## src/rtl/mochila_mem_xbar_pkg.sv

```systemverilog
`default_nettype none
// ============================================================================
// Module : mochila_mem_xbar_pkg
// Brief  : OBI bus types and crossbar defaults for the Mochila memory path.
// Rev    : 1.0 - initial release
// ============================================================================
package mochila_mem_xbar_pkg;

  typedef struct packed {
    logic        req;
    logic        we;
    logic [3:0]  be;
    logic [31:0] addr;
    logic [31:0] wdata;
  } obi_req_t;

  typedef struct packed {
    logic        gnt;
    logic        rvalid;
    logic [31:0] rdata;
  } obi_resp_t;

  localparam int unsigned c_xbar_n_masters  = 4;
  localparam int unsigned c_xbar_n_banks    = 2;
  localparam logic [31:0] c_xbar_bank_size  = 32'h0000_8000;
  localparam logic [31:0] c_xbar_base_addr  = 32'h0000_0000;
  localparam logic [31:0] c_xbar_err_rdata  = 32'hBADC_AB1E;

  // Index width that stays legal (>=1 bit) for single-entry vectors.
  function automatic int unsigned idx_width(input int unsigned n);
    return (n > 1) ? $clog2(n) : 1;
  endfunction

endpackage
`default_nettype wire

```

## src/rtl/mochila_mem_xbar_if.sv

```systemverilog
`default_nettype none
// ============================================================================
// Module : mochila_mem_xbar_if
// Brief  : Master-side and bank-side OBI bundles of the memory crossbar.
// Rev    : 1.0 - initial release
// ============================================================================
interface mochila_mem_xbar_if #(
  parameter int unsigned N_MASTERS = 4,
  parameter int unsigned N_BANKS   = 2
);
  import mochila_mem_xbar_pkg::*;

  obi_req_t  master_req_i  [N_MASTERS];
  obi_resp_t master_resp_o [N_MASTERS];
  obi_req_t  bank_req_o    [N_BANKS];
  obi_resp_t bank_resp_i   [N_BANKS];

  modport slave (
    input  master_req_i,
    output master_resp_o,
    output bank_req_o,
    input  bank_resp_i
  );

  modport master (
    output master_req_i,
    input  master_resp_o,
    input  bank_req_o,
    output bank_resp_i
  );

endinterface
`default_nettype wire

```

## src/rtl/mochila_rr_arbiter.sv

```systemverilog
`default_nettype none
// ============================================================================
// Module : mochila_rr_arbiter
// Brief  : N-input round-robin arbiter, one-hot grant, pointer moves on ack.
// Rev    : 1.0 - initial release
// ============================================================================
module mochila_rr_arbiter
  import mochila_mem_xbar_pkg::*;
#(
  parameter  int unsigned N       = 4,
  localparam int unsigned c_idx_w = idx_width(N)
) (
  input  wire logic               clk_i,
  input  wire logic               rst_ni,
  input  wire logic [N-1:0]       i_req,
  input  wire logic               i_ack,
  output logic      [N-1:0]       o_gnt,
  output logic      [c_idx_w-1:0] o_idx
);

  generate
    if (N == 1) begin : g_single
      logic w_unused;
      assign w_unused = i_ack ^ clk_i ^ rst_ni;
      assign o_gnt    = i_req;
      assign o_idx    = '0;
    end else begin : g_rr
      logic [c_idx_w-1:0] r_ptr;
      logic               w_found;
      int unsigned        w_k;

      // Scan from the pointer, wrapping, and take the first requester.
      always_comb begin
        o_gnt   = '0;
        o_idx   = '0;
        w_found = 1'b0;
        w_k     = 0;
        for (int unsigned i = 0; i < N; i++) begin
          w_k = int'(r_ptr) + i;
          if (w_k >= N) w_k = w_k - N;
          if (!w_found && i_req[w_k]) begin
            w_found    = 1'b1;
            o_gnt[w_k] = 1'b1;
            o_idx      = c_idx_w'(w_k);
          end
        end
      end

      always_ff @(posedge clk_i or negedge rst_ni) begin
        if (!rst_ni) begin
          r_ptr <= '0;
        end else if (i_ack) begin
          r_ptr <= (o_idx == c_idx_w'(N - 1)) ? '0 : o_idx + c_idx_w'(1);
        end
      end
    end
  endgenerate

endmodule
`default_nettype wire

```

## src/rtl/mochila_mem_xbar.sv

```systemverilog
`default_nettype none
// ============================================================================
// Module : mochila_mem_xbar
// Brief  : OBI crossbar, N masters to N_BANKS RAM banks, per-bank round-robin.
// Rev    : 1.0 - initial release
// ============================================================================
module mochila_mem_xbar
  import mochila_mem_xbar_pkg::*;
#(
  parameter int unsigned N_MASTERS   = c_xbar_n_masters,
  parameter int unsigned N_BANKS     = c_xbar_n_banks,
  parameter logic [31:0] BANK_SIZE   = c_xbar_bank_size,
  parameter logic [31:0] BASE_ADDR   = c_xbar_base_addr,
  parameter bit          INTERLEAVED = 1'b0,
  parameter logic [31:0] ERR_RDATA   = c_xbar_err_rdata
) (
  input  wire logic          clk_i,
  input  wire logic          rst_ni,
  mochila_mem_xbar_if.slave  bus
);

  localparam int unsigned c_midx_w   = idx_width(N_MASTERS);
  localparam int unsigned c_bidx_w   = idx_width(N_BANKS);
  localparam int unsigned c_lg_banks = (N_BANKS > 1) ? $clog2(N_BANKS) : 0;
  localparam int unsigned c_lg_bsize = $clog2(BANK_SIZE);
  localparam logic [33:0] c_span     = 34'(N_BANKS) * 34'(BANK_SIZE);

  logic [31:0]           w_off      [N_MASTERS];
  logic [31:0]           w_local    [N_MASTERS];
  logic [c_bidx_w-1:0]   w_bank     [N_MASTERS];
  logic [N_MASTERS-1:0]  w_oor;
  logic [N_MASTERS-1:0]  w_cand     [N_BANKS];
  logic [N_MASTERS-1:0]  w_arb_gnt  [N_BANKS];
  logic [c_midx_w-1:0]   w_arb_idx  [N_BANKS];
  logic [N_BANKS-1:0]    w_ack;
  obi_req_t              w_bank_req [N_BANKS];
  obi_resp_t             w_mst_resp [N_MASTERS];

  logic [N_BANKS-1:0]    r_own_vld;
  logic [c_midx_w-1:0]   r_own_idx  [N_BANKS];
  logic [N_MASTERS-1:0]  r_oor_vld;

  always_comb begin
    for (int m = 0; m < N_MASTERS; m++) begin
      w_off[m] = bus.master_req_i[m].addr - BASE_ADDR;
      w_oor[m] = (bus.master_req_i[m].addr < BASE_ADDR) || ({2'b00, w_off[m]} >= c_span);
      if (INTERLEAVED) begin
        w_bank[m]  = c_bidx_w'((w_off[m] >> 2) & 32'(N_BANKS - 1));
        w_local[m] = (((w_off[m] >> (2 + c_lg_banks)) << 2) | {30'd0, w_off[m][1:0]})
                     & (BANK_SIZE - 32'd1);
      end else begin
        w_bank[m]  = c_bidx_w'((w_off[m] >> c_lg_bsize) & 32'(N_BANKS - 1));
        w_local[m] = w_off[m] & (BANK_SIZE - 32'd1);
      end
    end
  end

  // Requests are masked while in reset so nothing leaks to the banks.
  always_comb begin
    for (int b = 0; b < N_BANKS; b++) begin
      for (int m = 0; m < N_MASTERS; m++) begin
        w_cand[b][m] = rst_ni && bus.master_req_i[m].req && !w_oor[m]
                       && (w_bank[m] == c_bidx_w'(b));
      end
      w_ack[b] = (|w_cand[b]) && bus.bank_resp_i[b].gnt;
    end
  end

  generate
    for (genvar b = 0; b < N_BANKS; b++) begin : g_bank
      mochila_rr_arbiter #(
        .N (N_MASTERS)
      ) u_arb (
        .clk_i  (clk_i),
        .rst_ni (rst_ni),
        .i_req  (w_cand[b]),
        .i_ack  (w_ack[b]),
        .o_gnt  (w_arb_gnt[b]),
        .o_idx  (w_arb_idx[b])
      );
    end
  endgenerate

  always_comb begin
    for (int b = 0; b < N_BANKS; b++) begin
      w_bank_req[b] = '0;
      if (|w_cand[b]) begin
        w_bank_req[b]      = bus.master_req_i[w_arb_idx[b]];
        w_bank_req[b].addr = w_local[w_arb_idx[b]];
      end
    end
  end

  always_comb begin
    for (int m = 0; m < N_MASTERS; m++) begin
      w_mst_resp[m].gnt    = rst_ni && bus.master_req_i[m].req && w_oor[m];
      w_mst_resp[m].rvalid = r_oor_vld[m];
      w_mst_resp[m].rdata  = r_oor_vld[m] ? ERR_RDATA : 32'd0;
    end
    for (int b = 0; b < N_BANKS; b++) begin
      for (int m = 0; m < N_MASTERS; m++) begin
        if (w_arb_gnt[b][m] && bus.bank_resp_i[b].gnt) w_mst_resp[m].gnt = 1'b1;
      end
      // A bank rvalid without a registered owner is dropped here.
      if (r_own_vld[b] && bus.bank_resp_i[b].rvalid) begin
        w_mst_resp[r_own_idx[b]].rvalid = 1'b1;
        w_mst_resp[r_own_idx[b]].rdata  = bus.bank_resp_i[b].rdata;
      end
    end
  end

  always_ff @(posedge clk_i or negedge rst_ni) begin
    if (!rst_ni) begin
      r_own_vld <= '0;
      r_oor_vld <= '0;
      for (int b = 0; b < N_BANKS; b++) r_own_idx[b] <= '0;
    end else begin
      for (int b = 0; b < N_BANKS; b++) begin
        r_own_vld[b] <= w_ack[b];
        if (w_ack[b]) r_own_idx[b] <= w_arb_idx[b];
      end
      for (int m = 0; m < N_MASTERS; m++) begin
        r_oor_vld[m] <= bus.master_req_i[m].req && w_oor[m];
      end
    end
  end

  assign bus.bank_req_o    = w_bank_req;
  assign bus.master_resp_o = w_mst_resp;

endmodule
`default_nettype wire
```

## src/flat_wrapper.sv

```systemverilog
// flat-port wrapper written by rule: the top's interface ports become plain ports
module mochila_mem_xbar_flat import mochila_mem_xbar_pkg::*;
#(
  parameter int unsigned N_MASTERS   = c_xbar_n_masters,
  parameter int unsigned N_BANKS     = c_xbar_n_banks,
  parameter logic [31:0] BANK_SIZE   = c_xbar_bank_size,
  parameter logic [31:0] BASE_ADDR   = c_xbar_base_addr,
  parameter bit          INTERLEAVED = 1'b0,
  parameter logic [31:0] ERR_RDATA   = c_xbar_err_rdata
)
  (clk_i, rst_ni, bus_master_req_i, bus_master_resp_o, bus_bank_req_o, bus_bank_resp_i);
  mochila_mem_xbar_if #(.N_MASTERS(N_MASTERS), .N_BANKS(N_BANKS)) bus_i ();
  input  wire logic clk_i;
  input  wire logic rst_ni;
  input wire logic [$bits(bus_i.master_req_i)-1:0] bus_master_req_i;
  output wire logic [$bits(bus_i.master_resp_o)-1:0] bus_master_resp_o;
  output wire logic [$bits(bus_i.bank_req_o)-1:0] bus_bank_req_o;
  input wire logic [$bits(bus_i.bank_resp_i)-1:0] bus_bank_resp_i;
  assign bus_i.master_req_i = {>>{bus_master_req_i}};
  assign bus_master_resp_o = {>>{bus_i.master_resp_o}};
  assign bus_bank_req_o = {>>{bus_i.bank_req_o}};
  assign bus_i.bank_resp_i = {>>{bus_bank_resp_i}};
  mochila_mem_xbar #(.N_MASTERS(N_MASTERS), .N_BANKS(N_BANKS), .BANK_SIZE(BANK_SIZE), .BASE_ADDR(BASE_ADDR), .INTERLEAVED(INTERLEAVED), .ERR_RDATA(ERR_RDATA)) u_core (.clk_i(clk_i), .rst_ni(rst_ni), .bus(bus_i));
endmodule
```

## config.mk

```make
export PLATFORM = sky130hd
export DESIGN_NAME = mochila_mem_xbar_flat
export DESIGN_NICKNAME = d
export VERILOG_FILES = /design/src/rtl/mochila_mem_xbar_pkg.sv /design/src/rtl/mochila_mem_xbar_if.sv /design/src/rtl/mochila_rr_arbiter.sv /design/src/rtl/mochila_mem_xbar.sv /design/src/flat_wrapper.sv
export SDC_FILE = /design/constraint.sdc
export NUM_CORES = 1
export LEC_CHECK = 0
export CAP_MARGIN = 20
export CORE_AREA = 2 2 242 244
export CTS_CLUSTER_DIAMETER = 80
export DETAILED_ROUTE_END_ITERATION = 7
export DIE_AREA = 0 0 244 246
export SYNTH_ARGS = -nofsm -noshare
export SYNTH_HDL_FRONTEND = slang
export SYNTH_SLANG_ARGS = --single-unit
```

## constraint.sdc

```tcl
create_clock -name clk_i -period 4.15 [get_ports clk_i]
set_clock_uncertainty 0.1 [all_clocks]
set_input_delay 0.6225 -clock clk_i [delete_from_list [all_inputs] [get_ports clk_i]]
set_output_delay 0.6225 -clock clk_i [all_outputs]
set_load 0.05 [all_outputs]
```

### Word-level counts from Yosys, hierarchy flattened

Cells that the tools add are included.

* flip-flop bits (word level): 14
* bits in latches: 0
* bits in writable memories: 0
* ROM bits: 0
* input bits: 350
* output and inout bits: 276
* word-level logic and storage cells: 248
* memories: 0

* add/subtract/negate cells: 16
* multiply operators: 0
* divide/modulo/power cells: 0
* order comparisons: 38
* eq/ne operators: 2
* shift operators: 0
* muxes and demuxes: 104
* bitwise logic cells: 14
* reduce and logical (&&, ||, !) cells: 68

Operators by type and width (count)
* $mux 32: 18
* $bwmux 136: 4
* $mux 70: 6
* $bmux 70 s2: 2
* $demux 34 s2: 4
* $mux 136: 2
* $ge 32x1->1 const B: 8
* $lt 32x3->1 const B: 8
* $bmux 32 s2: 2
* $ge 32x17->1 const B: 4
* $lt 32x1->1 const B: 4
* $mux 33: 2
* $logic_and 1x1->1: 52
* $mux 4: 8
* $ge 3x3->1 const B: 10
* $mux 1: 30
* $or 4x4->4: 6
* $sub 3x3->4 const B: 6
* $mux 2: 10
* $bmux 1 s2: 8
* $demux 1 s2: 8
* $add 2x2->3 const B: 4
* $not 2->3: 4
* $logic_not 1->1: 10
* other kinds (9): 22

### Longest topological paths before layout

Gate-level depths: netlist of the first run.

* depth in word-level cells: 26
* gate-level depth with buffers: 12

### Cells and area by module

Synthesis of the first run repeated with hierarchy kept, for this count alone.

* cell total of the unflattened synthesis: 828
* area, all modules: 7115.6 µm²

Modules (own cells, without submodules)
* mochila_mem_xbar: instances 1, cells each 701, area an instance 5952.0 µm², sequential area each 250.2 µm²
* mochila_rr_arbiter at u_core.g_bank[0].u_arb: instances 1, cells each 64, area an instance 596.8 µm², sequential area each 50.0 µm²
* mochila_rr_arbiter at u_core.g_bank[1].u_arb: instances 1, cells each 63, area an instance 566.8 µm², sequential area each 50.0 µm²

### Least setup slack after synthesis of the first run

OpenSTA, ideal clock, no wires.

* kind: input to output
* from: input port bus_master_req_i[53]
* to: output port bus_bank_req_o[10]
* data arrival time: 4.051 ns
* required time: 3.428 ns
* path slack: -0.623 ns
* stages on the path: 9
* path buffers: 2
* cell sequence: or4_1 > nor2_1 > and3_1 > a211oi_1 > a2111oi_4 > buf_2 > buf_2 > mux2i_1 > o31ai_1

* longest elaborated chain between the ends: 22
* elaborated cells between the ends (all ways): 33

Ends and longest elaborated chain
* from (decl): RTL line flat_wrapper.sv:15 `input wire logic [$bits(bus_i.master_req_i)-1:0] bus_master_req_i;`
* $lt 32x1->1 / $ge 32x17->1 (equally long branches): RTL line mochila_mem_xbar.sv:46 `w_oor[m] = (bus.master_req_i[m].addr < BASE_ADDR) || ({2'b00, w_off[m]} >= c_span);`
* $logic_or 1x1->1 (*): RTL line mochila_mem_xbar.sv:46
* $logic_not 1->1 (*): RTL line mochila_mem_xbar.sv:62 `w_cand[b][m] = rst_ni && bus.master_req_i[m].req && !w_oor[m]`
* $logic_and 1x1->1 (*): RTL line mochila_mem_xbar.sv:62
* $logic_and 1x1->1 (*): RTL line mochila_mem_xbar.sv:63 `&& (w_bank[m] == c_bidx_w'(b));`
* $bmux 1 s2: RTL line mochila_rr_arbiter.sv:41 `if (!w_found && i_req[w_k]) begin`
* $mux 1 (implied by the code): RTL line mochila_rr_arbiter.sv:41
* $mux 1: RTL line mochila_rr_arbiter.sv:41
* (+5 left out)
* $mux 1: RTL line mochila_rr_arbiter.sv:41
* $logic_not 1->1: RTL line mochila_rr_arbiter.sv:41
* $logic_and 1x1->1: RTL line mochila_rr_arbiter.sv:41
* $mux 2: RTL line mochila_rr_arbiter.sv:41
* $not 2->3 (implied by the code): RTL line mochila_mem_xbar.sv:88 `w_bank_req[b] = bus.master_req_i[w_arb_idx[b]];`
* $bmux 70 s2: RTL line mochila_mem_xbar.sv:88
* $mux 70 (implied by the code) (2 in a row): RTL line mochila_mem_xbar.sv:88
* $mux 70 (*): RTL line mochila_mem_xbar.sv:87 `if (|w_cand[b]) begin`
* to (decl): RTL line flat_wrapper.sv:17 `output wire logic [$bits(bus_i.bank_req_o)-1:0] bus_bank_req_o;`

Every way passes the cells marked *; elsewhere a longest branch is shown, timed or not. The select of a mux whose other input is x is not followed.

### Final worst setup path of the first run

* from: input port bus_master_req_i[53]
* to: output port bus_bank_req_o[138]

The elaborated chain is that of the path after synthesis.

==> results of run 1 <==
-- routing by layer --
metal	vias up	global-route usage [%]
met5	-	0
met4	0	4.82
met3	96	3.12
met2	548	33.5
met1	5888	19.1
li1	5593	-
-- state kept, by name, summed over array words and instances, names as in the netlist --
signal / count
u_core.g_bank.u_arb.g_rr.r_ptr: 4
u_core.r_oor_vld: 4
u_core.r_own_idx: 4
u_core.r_own_vld: 2
-- power breakdown --
| group | leakage, nW | switching [mW] | internal (mW) | total [mW] |
|---|---|---|---|---|
| Clock | 0.0442 | 0.0604 | 0.146 | 0.207 |
| Sequential | 0.181 | 0.00139 | 0.139 | 0.140 |
| Combinational | 7.84 | 0.614 | 0.598 | 1.21 |
| Total | 8.06 | 0.676 | 0.883 | 1.56 |
-- kinds of logic (layout without fill, tap and decap cells) --
kind of cell | Yosys count | count (layout)
AO/OA/AOI/OAI | 340 | 340
XOR/XNOR | 3 | 3
adder cells (fa/ha/maj) | 16 | 16
buffers and inverters | 148 | 907
flip-flops | 14 | 14
multiplexers | 214 | 214
other | 1 | 39
AND/OR/NAND/NOR | 300 | 300
-- metrics by stage --
| step | hold slack (ns) | total power, mW | area [sq um] | TNS (ns) |
|---|---|---|---|---|
| 3_3_place_gp | 0.483 | 1.24 | 18800 | -69.33 |
| 5_1_grt | 0.350 | 1.62 | 21900 | -42.15 |
| 3_5_place_dp | 0.516 | 1.25 | 18800 | -70.76 |
| 6_report | 0.325 | 1.56 | 21900 | -33.02 |
| 2_1_floorplan | 0.227 | 0.610 | 9440 | -7.06 |
| 4_1_cts | 0.368 | 1.52 | 20400 | -32.34 |
-- cell usage in the layout (no fill, tap or decap), drive strengths merged, types with 21 or more instances in the layout --
cell type and n:
buf 543, clkdlybuf4s50 286, mux2i 158, nand2 141, a21oi 106, o221a 57
o22ai 55, nand3 55, mux2 53, conb 34, o21ai 27, clkbuf 25
nor4 21
-- final cells by class --
type | count | area [sq um] | share of cell area, %
repair buffers | 889 | 10600 | 48.1
flip-flops and latches | 14 | 350 | 1.60
diodes | 5 | 12.5 | 0.0570
multi-input cells | 907 | 9920 | 45.2
clock buffers | 4 | 88.8 | 0.405
inverters | 14 | 52.6 | 0.240
well taps | 765 | 957 | 4.36
-- timing repair --
item | in CTS | in global routing
setup endpoints to repair | 108 | 109
resized for setup | 354 | 263
pin swaps | 56 | 85
cloned | 3 | 6
setup buffers | 22 | 52
-- how the worst max path moves through the flow --
stage	startpoint	end	slack, ns	depth (start not counted)
finish	bus_master_req_i[53]	bus_bank_req_o[138]	-0.49	15
global route	bus_master_req_i[203]	bus_bank_req_o[138]	-0.54	15
CTS	bus_master_req_i[197]	bus_bank_req_o[74]	-0.46	14
detailed placement	bus_master_req_i[197]	bus_bank_req_o[73]	-0.85	12
global placement	bus_master_req_i[197]	bus_bank_req_o[108]	-0.83	12
floorplan	bus_master_req_i[53]	bus_bank_req_o[10]	-0.20	9
==> flow_metrics.tcl, run 1 <==
set metrics [dict create \
    worst_slew_margin_rel_pct 35.2 \
    max-cap-violations 0 \
    yosys.cell_count.top_type "mux2i_1" \
    worstMarginPinSlew_ns 0.972 \
    cp.required_ns 3.43 \
    critPathCaptureType "primary output" \
    synth_compound_area_share_pct 32.7 \
    ys_dominant_reg_cell "dfrtp_1" \
    cts.root.buffer_cell "clkbuf_16" \
    post_synth.cell_area_avg_sq_um 7.26 \
    power_per_cell_area_nw_per_um2 71.1 \
    synthMuxAreaShare_pct 29.9 \
    cts.sink_count 14 \
    synthTopCellsByArea "mux2i_1, o221a_2, a21oi_1, nand2_1, mux2_2" \
    synth.yosys.seq_area_share_pct 4.66 \
    hold_class "in2async" \
    design.portCount 626 \
    met2RoutedLength_microns 30500 \
    ff2ff_setup_slack_ns 1.22 \
    synthSimpleGateAreaFrac_pct 19.3 \
    violations "negative setup slack" \
    drt_iter0_markers 503 \
    cts.path.max_buffers 2 \
    synth_fa_ha_area_share_pct 2.66 \
    placementRows 88 \
    detail_route.wirelength_microns 57400 \
    placement.setup.worst_slack_ns -0.851 \
    synth_area_sq_um 7520 \
    worstPathArrival_ns 3.92 \
    starting_density_pct 13.1 \
    netlist-cell-type-count 73 \
    core_region_area_sq_um 57400 \
    final.fill_count 5495 \
    gp_congestion 0.905 \
    dp_hpwl_microns 44400 \
    io_buffers 591 \
    synthesis.yosys.warnings 0 \
    drt.antenna.violating_nets 0 \
    cts-hold-fix-buffers 0 \
    timing.critical_path.from_type "primary input" \
    netlist.top_cell.by_area "mux2i_1" \
    path_buf_inv 7 \
    layout_worst_path_cycle_share_pct 112 \
    synthesis.instances 1036 \
    path_delay_family "buffers and inverters" \
    highest_cell_delay_on_the_worst_timing_path_ns 0.55 \
    finish.utilization_pct 38.2 \
    cpMostUsedCell "buf_12" \
    die-area_sq_um 60000 \
    post_drt_wl_per_cell_microns 22.1 \
    timing.critical_path.cells "dlygate4sd2_1, or4_4, nor2_4, nand3b_1, mux4_2, o31ai_2, buf_4, a2bb2oi_4, buf_6, buf_12, buf_16, buf_12, mux2i_4, o22ai_4, buf_12" \
    grt.overflow.total 0 \
    terminus_of_the_critical_flop_to_flop_path "u_core.g_bank[0].u_arb.g_rr.r_ptr[1]" \
    final-instance-count-excl-fill 2598 \
    cts-buffers-inserted 3 \
    die_w_microns 244 \
    dp_cells 2517 \
    worst_r2r_startpoint "u_core.g_bank[0].u_arb.g_rr.r_ptr[0]" \
    worst-setup-path-type "in2out" \
    drv_slew 0 \
    synth-edff-count 0 \
    synth_top_family_by_area "compound AO/OA/AOI/OAI gates" \
    grt_start_max_net_pins 39 \
    setup_slack_ns -0.491 \
    r2r.worst_path.cells 12 \
    synth-seq-cells 14 \
    via_per_inst 4.67 \
    max-vdd-ir-drop_mv 0.114 \
    synth_top_cell_area_share_pct 21.0 \
    drtPass1Iterations 5 \
    final_hold_vios 0 \
    fin_crit_ns 4.64 \
    layout.nets 2195 \
    vias 12125 \
    cts_htree_levels 1 \
    async_set_reset_flop_share_out_of_synthesis_pct 100 \
    grt_util_all_layers_pct 17.3 \
    topRoutingLayerUsed "met4" \
    area_growth_syn_to_layout_pct 192 \
    grt_setup_unrepaired "true" \
    grt_first_pass_wirelength_microns 80500 \
    total_leakage_power_nw 8.06 \
    fp.dieH_microns 246 \
    clock.fmax_ghz 0.215 \
    setup_viol 103 \
    worstSkewPairLatency_ns 0.25 \
    number_of_antenna_violations_at_the_first_check_in_global_routing 8 \
    cp_slowest_cell "or4_4" \
    path_max_fanout 7 \
    cts.reportedPaths.clkPinSlew_ns 0.06 \
    drive_gt1_share_pct 56.2 \
    run_status "finished, violations left" \
    synthXorXnorAreaFrac_pct 0.349 \
    netlist_top_cells_count "mux2i_1, nand2_1, a21oi_1" \
    route.layer.met1.wl_microns 21400 \
    tritoncts "yes" \
    met3_wirelength_microns 3570 \
    route.detailed.drc 0 \
    grt_pass1_vias 12723 \
]
Power figures use the tool's default switching activity.
==> run 2: changes to the inputs <==
--- a/config.mk
+++ b/config.mk
@@ -10,6 +10,7 @@
 export CTS_CLUSTER_DIAMETER = 80
 export DETAILED_ROUTE_END_ITERATION = 7
 export DIE_AREA = 0 0 244 246
+export SETUP_SLACK_MARGIN = 0.4
 export SYNTH_ARGS = -nofsm -noshare
 export SYNTH_HDL_FRONTEND = slang
 export SYNTH_SLANG_ARGS = --single-unit
==> run 2 against run 1 <==
- critical path type unchanged
- sequential power barely moved
- combinational power fell by 4%
- power fell by 5.0%
- the run still ends with negative setup slack left
==> flow_metrics.tcl, run 2 (synthesis results as in run 1) <==
set metrics [dict create \
    run_status "finished, violations left" \
    violations "negative setup slack" \
    worstSkewPairLatency_ns 0.24 \
    detail_route.wirelength_microns 59600 \
    layout_top_registers "u_core.g_bank.u_arb.g_rr.r_ptr: 4 flops, u_core.r_oor_vld: 4 flops, u_core.r_own_idx: 4 flops" \
    drv_slew 0 \
    hold_class "in2async" \
    starting_density_pct 13.1 \
    placement.setup.worst_slack_ns -0.875 \
    cts.sink_count 14 \
    design.portCount 626 \
    layout.nets 2172 \
    setup_slack_ns -0.507 \
    die_w_microns 244 \
    final_hold_vios 0 \
    power_per_cell_area_nw_per_um2 70.2 \
    grt_first_pass_wirelength_microns 84700 \
    clock.fmax_ghz 0.215 \
    placementRows 88 \
    cts-hold-fix-buffers 0 \
    fin_crit_ns 4.66 \
    drive_gt1_share_pct 53.7 \
    number_of_antenna_violations_at_the_first_check_in_global_routing 10 \
    io_buffers 591 \
    drt_iter0_markers 643 \
    cpMostUsedCell "buf_12" \
    timing.critical_path.from_type "primary input" \
    grt_setup_unrepaired "true" \
    path_delay_family "simple AND/OR/NAND/NOR gates" \
    critPathCaptureType "primary output" \
    drtPass1Iterations 5 \
    worst_r2r_startpoint "u_core.g_bank[1].u_arb.g_rr.r_ptr[0]" \
    path_buf_inv 6 \
    highest_count_cells_in_the_layout_ignoring_fill_and_taps "clkdlybuf4s50_1, buf_4, buf_12, nand2_1, buf_6" \
    vias 12182 \
    cp_slowest_cell "or4_4" \
    area_growth_syn_to_layout_pct 181 \
    cell_area_after_placement_sq_um 17600 \
    worstMarginPinSlew_ns 1.01 \
    grt_util_all_layers_pct 18.3 \
    die-area_sq_um 60000 \
    grt_start_max_net_pins 33 \
    grt.overflow.total 0 \
    grt_pass1_vias 12800 \
    via_per_inst 4.73 \
    cts.path.max_buffers 2 \
    ff2ff_setup_slack_ns 1.11 \
    worstPathArrival_ns 3.93 \
    mostFrequentLayoutCell "clkdlybuf4s50_1" \
    layout_worst_path_cycle_share_pct 112 \
    terminus_of_the_critical_flop_to_flop_path "u_core.g_bank[1].u_arb.g_rr.r_ptr[1]" \
    core_region_area_sq_um 57400 \
    cts.root.buffer_cell "clkbuf_16" \
    gp_congestion 0.917 \
    cts_htree_levels 1 \
    fp.dieH_microns 246 \
    r2r.worst_path.cells 14 \
    worst_slew_margin_rel_pct 32.8 \
    timing.critical_path.cells "buf_6, or4_4, or4_4, mux4_2, o31ai_2, buf_4, a2bb2oi_4, buf_12, buf_12, clkbuf_16, mux2i_1, o22ai_2, buf_12" \
    route.detailed.drc 0 \
    highest_cell_delay_on_the_worst_timing_path_ns 0.55 \
    setup_viol 108 \
    dp_hpwl_microns 44600 \
    path_max_fanout 8 \
    holdWs_ns 0.479 \
    tritoncts "yes" \
    max-vdd-ir-drop_mv 0.145 \
    max-cap-violations 0 \
    cts-buffers-inserted 3 \
    total_leakage_power_nw 7.88 \
    post_drt_wl_per_cell_microns 23.1 \
    worst-setup-path-type "in2out" \
    cts.reportedPaths.clkPinSlew_ns 0.04 \
    drt.antenna.violating_nets 0 \
    cp.required_ns 3.43 \
    final_area_sq_um 21100 \
]
[run 2: what timing repair did]
item,in CTS,in global routing
setup buffers,67,11
gates resized for setup,474,106
cloned,20,2
endpoints found under the setup margin,109,109
pin swaps,124,30
[run 2: worst reg2reg max path, stage by stage, from the launching register on]
cell,delay [ns]
dfrtp_1,0.38
inv_2,0.23
ha_1,0.30
inv_1,0.23
nor2_1,0.18
a221oi_4,0.36
a2111oi_4,0.07
buf_4,0.19
buf_16,0.15
buf_8,0.13
buf_8,0.12
buf_4,0.12
buf_4,0.14
xnor2_1,0.14
o21ai_1,0.07
[run 2: worst max path at each step]
| stage | start | end | slack (ns) | cells after the start |
|---|---|---|---|---|
| after detailed placement | bus_master_req_i[203] | bus_bank_req_o[84] | -0.87 | 13 |
| after global routing | bus_master_req_i[197] | bus_bank_req_o[104] | -0.59 | 14 |
| after floorplan | bus_master_req_i[197] | bus_bank_req_o[73] | -0.13 | 10 |
| final | bus_master_req_i[197] | bus_bank_req_o[85] | -0.51 | 13 |
| after global placement | bus_master_req_i[192] | bus_bank_req_o[84] | -0.87 | 13 |
| after CTS | bus_master_req_i[197] | bus_bank_req_o[83] | -0.45 | 14 |
[run 2: where the power goes]
| part | total [mW] | switching (mW) | leakage [nW] | internal (mW) |
|---|---|---|---|---|
| Sequential | 0.141 | 0.00209 | 0.181 | 0.139 |
| Clock | 0.178 | 0.0521 | 0.0370 | 0.126 |
| Combinational | 1.16 | 0.588 | 7.66 | 0.574 |
[run 2: per-stage QoR]
stage | utilization (%) | total power [mW] | TNS [ns] | instances
6_report | 36.8 | 1.48 | -34.66 | 2577
4_1_cts | 35.5 | 1.45 | -30.59 | 2556
3_3_place_gp | 30.6 | 1.20 | -59.98 | 2466
5_1_grt | 36.8 | 1.53 | -44.44 | 2576
3_5_place_dp | 30.6 | 1.21 | -60.64 | 2466
2_1_floorplan | - | 0.578 | -5.16 | 1069
[run 2: layout make-up]
class,count,area [sq um]
Fill cell,5547,36300
Timing Repair Buffer,865,10300
Multi-Input combinational cell,908,9310
Tap cell,765,957
Sequential cell,14,350
Clock buffer,3,75.1
Inverter,14,57.6
Antenna cell,8,20.0
[run 2: layer usage]
layer,track usage (%),vias up,part of all wire (%)
met4,5.65,2,3.4
met3,3.26,72,6.1
li1,-,5546,-
met2,33.5,566,51
met1,21.6,5996,40
met5,0,-,0.022
